<file path="config.mk">
export PLATFORM = sky130hd
export DESIGN_NAME = te_channel_scheduler
export DESIGN_NICKNAME = d
export VERILOG_FILES = /design/src/rtl/te_pkg.sv /design/src/rtl/lowest_one_finder.sv /design/src/rtl/te_channel_scheduler.sv
export SDC_FILE = /design/constraint.sdc
export NUM_CORES = 1
export LEC_CHECK = 0
export ABC_CLOCK_PERIOD_IN_PS = 4300
export BUFFER_PORTS_ARGS = -buffer_cell sky130_fd_sc_hd__buf_4
export CAP_MARGIN = 20
export CORE_ASPECT_RATIO = 1.1
export CORE_MARGIN = 8
export CORE_UTILIZATION = 50
export DETAILED_ROUTE_END_ITERATION = 7
export GPL_TIMING_DRIVEN = 0
export PLACE_DENSITY = 0.73
export SETUP_SLACK_MARGIN = 0.1
export SKIP_CTS_REPAIR_TIMING = 1
export SLEW_MARGIN = 20
export SYNTH_ARGS = -nofsm -noshare
export SYNTH_HDL_FRONTEND = slang
export SYNTH_HIERARCHICAL = 1
export SYNTH_SLANG_ARGS = --single-unit
</file>
<file path="constraint.sdc">
create_clock -name clk -period 4.3 [get_ports clk]
set_clock_uncertainty 0.2 [all_clocks]
set_input_delay 0.86 -clock clk [delete_from_list [all_inputs] [get_ports clk]]
set_output_delay 0.86 -clock clk [all_outputs]
set_load 0.1 [all_outputs]
</file>
<file path="src/rtl/te_pkg.sv">
// Shared types and sizing for the tracking-engine channel scheduler.
package te_pkg;

  localparam int PHYS_CH_NUM      = 4;
  localparam int LOGIC_CH_NUM_MAX = 32;
  localparam int CH_INDEX_W       = 5;

  typedef enum logic [2:0] {
    ST_IDLE,
    ST_FIND,
    ST_FILL,
    ST_CORR,
    ST_DUMP,
    ST_DONE
  } te_state_e;

endpackage

</file>
<file path="src/rtl/lowest_one_finder.sv">
// Combinational priority encoder: index of the lowest set bit of a channel mask.
module lowest_one_finder
  import te_pkg::*;
(
  input  logic [LOGIC_CH_NUM_MAX-1:0] mask,
  output logic [CH_INDEX_W-1:0]       index,
  output logic                        valid
);

  always_comb begin
    // NOTE: every output gets a default before the loop so no path leaves it unassigned (no latch).
    index = '0;
    valid = 1'b0;
    // Scan downwards so the lowest set bit is the last (winning) write.
    for (int i = LOGIC_CH_NUM_MAX - 1; i >= 0; i--) begin
      if (mask[i]) begin
        index = CH_INDEX_W'(i);
        valid = 1'b1;
      end
    end
  end

endmodule

</file>
<file path="src/rtl/te_channel_scheduler.sv">
// Batches enabled logical channels onto 4 physical correlator slots and sequences fill/corr/dump.
// Optional sticky overrun flag enabled by defining TE_SCHED_OVERRUN_EN.
module te_channel_scheduler
  import te_pkg::*;
#(
  parameter int LOGIC_CH_NUM = 32
) (
  input  logic                   clk,
  input  logic                   rst_b,
  input  logic                   te_start,
  input  logic [31:0]            channel_enable,
  input  logic                   fill_state_done,
  input  logic                   corr_done,
  input  logic                   dump_state_done,
  output logic [PHYS_CH_NUM-1:0] physical_channel_en,
  output logic [CH_INDEX_W-1:0]  logic_channel_index0,
  output logic [CH_INDEX_W-1:0]  logic_channel_index1,
  output logic [CH_INDEX_W-1:0]  logic_channel_index2,
  output logic [CH_INDEX_W-1:0]  logic_channel_index3,
  output logic                   fill_start,
  output logic                   corr_start,
  output logic                   dump_start,
  output logic                   te_busy,
  output logic                   te_done,
  output logic                   te_overrun,
  input  logic                   overrun_clr
);

  localparam logic [LOGIC_CH_NUM_MAX-1:0] CH_MASK =
    LOGIC_CH_NUM_MAX'((64'd1 << LOGIC_CH_NUM) - 64'd1);

  te_state_e state_q, state_d;
  logic                                      entered_q;
  logic [LOGIC_CH_NUM_MAX-1:0]               pending_q;
  logic [2:0]                                k_q;
  logic [PHYS_CH_NUM-1:0]                    slot_en_q;
  logic [PHYS_CH_NUM-1:0][CH_INDEX_W-1:0]    slot_idx_q;

  logic [CH_INDEX_W-1:0]       found_idx;
  logic                        found_valid;
  logic [LOGIC_CH_NUM_MAX-1:0] pending_after;
  logic                        stage_done;

  lowest_one_finder u_finder (
    .mask  (pending_q),
    .index (found_idx),
    .valid (found_valid)
  );

  always_comb begin
    pending_after = pending_q;
    if (found_valid) pending_after[found_idx] = 1'b0;
  end

  // A done input only counts from the second cycle of its stage.
  always_comb begin
    stage_done = 1'b0;
    case (state_q)
      ST_FILL: stage_done = fill_state_done && !entered_q;
      ST_CORR: stage_done = corr_done && !entered_q;
      ST_DUMP: stage_done = dump_state_done && !entered_q;
      default: stage_done = 1'b0;
    endcase
  end

  always_ff @(posedge clk or negedge rst_b) begin
    if (!rst_b) begin
      // NOTE: sequential state is updated with <= so all registers see pre-edge values.
      state_q   <= ST_IDLE;
      entered_q <= 1'b0;
    end else begin
      state_q   <= state_d;
      entered_q <= (state_d != state_q);
    end
  end

  always_comb begin
    state_d = state_q;
    case (state_q)
      ST_IDLE: if (te_start) state_d = ST_FIND;
      ST_FIND: begin
        if ((found_valid && k_q == 3'(PHYS_CH_NUM - 1)) || pending_after == '0)
          state_d = (found_valid || slot_en_q[0]) ? ST_FILL : ST_DONE;
      end
      ST_FILL: if (stage_done) state_d = ST_CORR;
      ST_CORR: if (stage_done) state_d = ST_DUMP;
      ST_DUMP: if (stage_done) state_d = ST_FIND;
      ST_DONE: state_d = ST_IDLE;
      default: state_d = ST_IDLE;
    endcase
  end

  always_ff @(posedge clk or negedge rst_b) begin
    if (!rst_b) begin
      pending_q  <= '0;
      k_q        <= '0;
      slot_en_q  <= '0;
      slot_idx_q <= '0;
    end else begin
      case (state_q)
        ST_IDLE: begin
          if (te_start) begin
            pending_q  <= channel_enable & CH_MASK;
            k_q        <= '0;
            slot_en_q  <= '0;
            slot_idx_q <= '0;
          end
        end
        ST_FIND: begin
          if (found_valid) begin
            slot_idx_q[k_q[1:0]] <= found_idx;
            slot_en_q[k_q[1:0]]  <= 1'b1;
            pending_q            <= pending_after;
            k_q                  <= k_q + 3'd1;
          end
        end
        ST_DUMP: begin
          if (stage_done) begin
            k_q        <= '0;
            slot_en_q  <= '0;
            slot_idx_q <= '0;
          end
        end
        default: ;
      endcase
    end
  end

  assign physical_channel_en  = slot_en_q;
  assign logic_channel_index0 = slot_idx_q[0];
  assign logic_channel_index1 = slot_idx_q[1];
  assign logic_channel_index2 = slot_idx_q[2];
  assign logic_channel_index3 = slot_idx_q[3];

  assign fill_start = (state_q == ST_FILL) && entered_q;
  assign corr_start = (state_q == ST_CORR) && entered_q;
  assign dump_start = (state_q == ST_DUMP) && entered_q;
  assign te_busy    = (state_q != ST_IDLE);
  assign te_done    = (state_q == ST_DONE);

`ifdef TE_SCHED_OVERRUN_EN
  logic overrun_q;

  // Set has priority over clear so a coincident overrun is never lost.
  always_ff @(posedge clk or negedge rst_b) begin
    if (!rst_b)                  overrun_q <= 1'b0;
    else if (te_start && te_busy) overrun_q <= 1'b1;
    else if (overrun_clr)        overrun_q <= 1'b0;
  end

  assign te_overrun = overrun_q;
`else
  logic unused_overrun_clr;

  assign unused_overrun_clr = overrun_clr;
  assign te_overrun         = 1'b0;
`endif

endmodule

</file>
==> out/qor.yml <==
synth:
  yosys_warnings: 6
  netlist_instances: 404
  yosysUniqueCellTypes: 48
  synth_nets: 448
  postSynth.asyncResetShare: 1.00
  dominantRegCellSynth: "dfrtp_1"
  synth_edf_count: 0
  synth_area_per_cell_um2: 8.98
  synth-seq-area-share: 0.435
  synth_seq_cells: 63
  synth_area_um2: 3630
setup_path:
  reg2reg_depth: 12
  crit_top_cell: "a21oi_1"
  start_kind: "flip-flop"
  critical_path_class: "reg -> reg"
  cp-end-kind: "flip-flop"
  cp_slowest_stage_delay_ns: 0.45
  cp_max_fo: 9
  worstPathArrival_ns: 3.92
  worst_ep_required_time_ns: 4.34
  cp.depth: 12
  crit_chain: "nor4_1 -> a21oi_1 -> o21ai_1 -> a21oi_1 -> nor4b_4 -> or3b_1 -> clkbuf_1 -> o21ai_0 -> nand4_1 -> nor4_2 -> a22oi_1 -> a21o_1"
  critical-path-top-delay-family: "simple AND/OR/NAND/NOR gates"
  cp_slowest_cell: "dfrtp_1"
  worst-path-buf-inv: 1
sta:
  fin_crit_sh: 0.903
  hold_violations: 0
  tightest_slew_ns: 0.811
  grt_setup_unrepaired: "false"
  finalSetupViolCount: 0
  fin_setup_tns_ns: 0
  min_period_ns: 3.88
  slew_violations: 0
  fmax_mhz: 258
  slew_headroom: 0.459
clock_tree:
  clock_path_buffers: 2
  clock_latency_ns: 0.35
  cts_buffers: 9
  cts_root_buf: "clkbuf_8"
  clk_pin_slew_ns: 0.08
  ctsHtreeMaxLevel: 3
  cts_tree: "built"
  cts.sinks: 63
floorplanning:
  die_area_um2: 10200
  die_w_um: 97.2
  die_h_um: 105
  core_area_um2: 7010
  start_util: 0.518
  rows: 32
  pin_count: 69
finish:
  design_area_um2: 4510
  fillCellCount: 629
  drive_above_1_share: 0.210
  fin_util: 0.643
  num_antenna_cells: 0
  layout_commonest_cell: "buf_4"
  nets: 525
  syn_to_final_growth_pct: 24.2
  layout_common_cells: "buf_4, o21ai_0, dfrtp_1"
  stdcell_count: 571
outcome:
  outcome: "finished clean"
route:
  post-route-drc-count: 0
  num_vias: 3637
  dr.pass1.iters: 4
  ant_nets: 0
  drt_iter0_markers: 254
  vias_per_cell: 6.37
  wl_per_cell_um: 19.5
  wirelength_um: 11200
grt:
  grt-ovfl-total: 0
  grt_pass1_wl_um: 18500
  grt_pass1_vias: 3616
  grt_util_all_layers: 0.219
  grt_max_degree: 64
  antenna_found_initial: 0
placement:
  place_hpwl_um: 7980
  gp_congestion: 0.967
  io_buffers: 66
  placedCellCount: 555
  dpl_cell_area_um2: 4230
worst_hold_path:
  worstHoldPathType: "reg -> reg"
  holdPathStages: 1
flow_run:
  cap_violations: 0
## cells in the mapped netlist, types with 5 or more instances
library cell / count / share of area
dfrtp_1: 63 / 0.43
nand4_1: 8 / 0.014
nand3_1: 6 / 0.0083
o21ai_0: 67 / 0.092
nand3b_1: 6 / 0.012
and3_1: 8 / 0.014
a22o_1: 52 / 0.13
inv_1: 12 / 0.012
nor4_1: 5 / 0.0086
nor3_1: 11 / 0.015
clkbuf_1: 20 / 0.021
ha_1: 5 / 0.017
o21ai_1: 5 / 0.0069
a21oi_1: 18 / 0.025
nand2_1: 42 / 0.043
nor2_1: 21 / 0.022
## final cells by class
cell class	instances	area, um^2	area share
multi-input combinational	303	1920	0.427
sequential	63	1580	0.350
timing repair buffer	66	495	0.110
clock inverter	7	125	0.0278
clock buffer	9	124	0.0275
buffer	26	110	0.0244
tap	85	106	0.0236
inverter	12	45.0	0.00999
## metal layers
layer	track usage	wire (um)	vias up
li1	-	-	1685
met1	0.276	4730	1772
met2	0.345	5320	150
met3	0.0549	761	30
met4	0.107	352	0
met5	0	0	-
## flip-flops by register name (all words and copies together), names as in the netlist
name                  flops
logic_channel_index0      5
physical_channel_en       4
pending_q                32
logic_channel_index1      5
k_q                       3
logic_channel_index2      5
state_q                   3
logic_channel_index3      5
entered_q                 1
## kinds of logic (layout without fill, tap and decap cells)
logic type,Yosys count,in the layout,share of synthesized area
AOI/OAI and AO/OA,170,170,0.316
and+or+nand+nor,127,127,0.188
DFF,63,63,0.435
buffers and inverters,38,120,0.0428
adders and majority gates,5,5,0.0172
other,1,1,0.00103
## metrics by stage
| stage | worst slack [ns] | hold slack [ns] |
|---|---|---|
| detailed placement | 0.270 | 0.289 |
| CTS | 0.234 | 0.314 |
| global placement | 0.248 | 0.288 |
| floorplan | 0.326 | 0.276 |
| global route | 0.142 | 0.338 |
| finish | 0.419 | 0.307 |
## final timing paths
| kind | start | endpoint | slack [ns] |
|---|---|---|---|
| max | pending_q[24] | state_q[0] | 0.42 |
| min | logic_channel_index2[3] | logic_channel_index2[3] | 0.31 |
| max reg2reg | pending_q[24] | state_q[0] | 0.42 |
| min reg2reg | logic_channel_index2[3] | logic_channel_index2[3] | 0.31 |
| max in group asynchronous | rst_b | pending_q[4] | 2.96 |
| min in group asynchronous | rst_b | pending_q[17] | 0.39 |
Power is left out: the tool's default activity adds up to more than one toggle a clock period on the data nets, which glitch-free logic cannot reach.
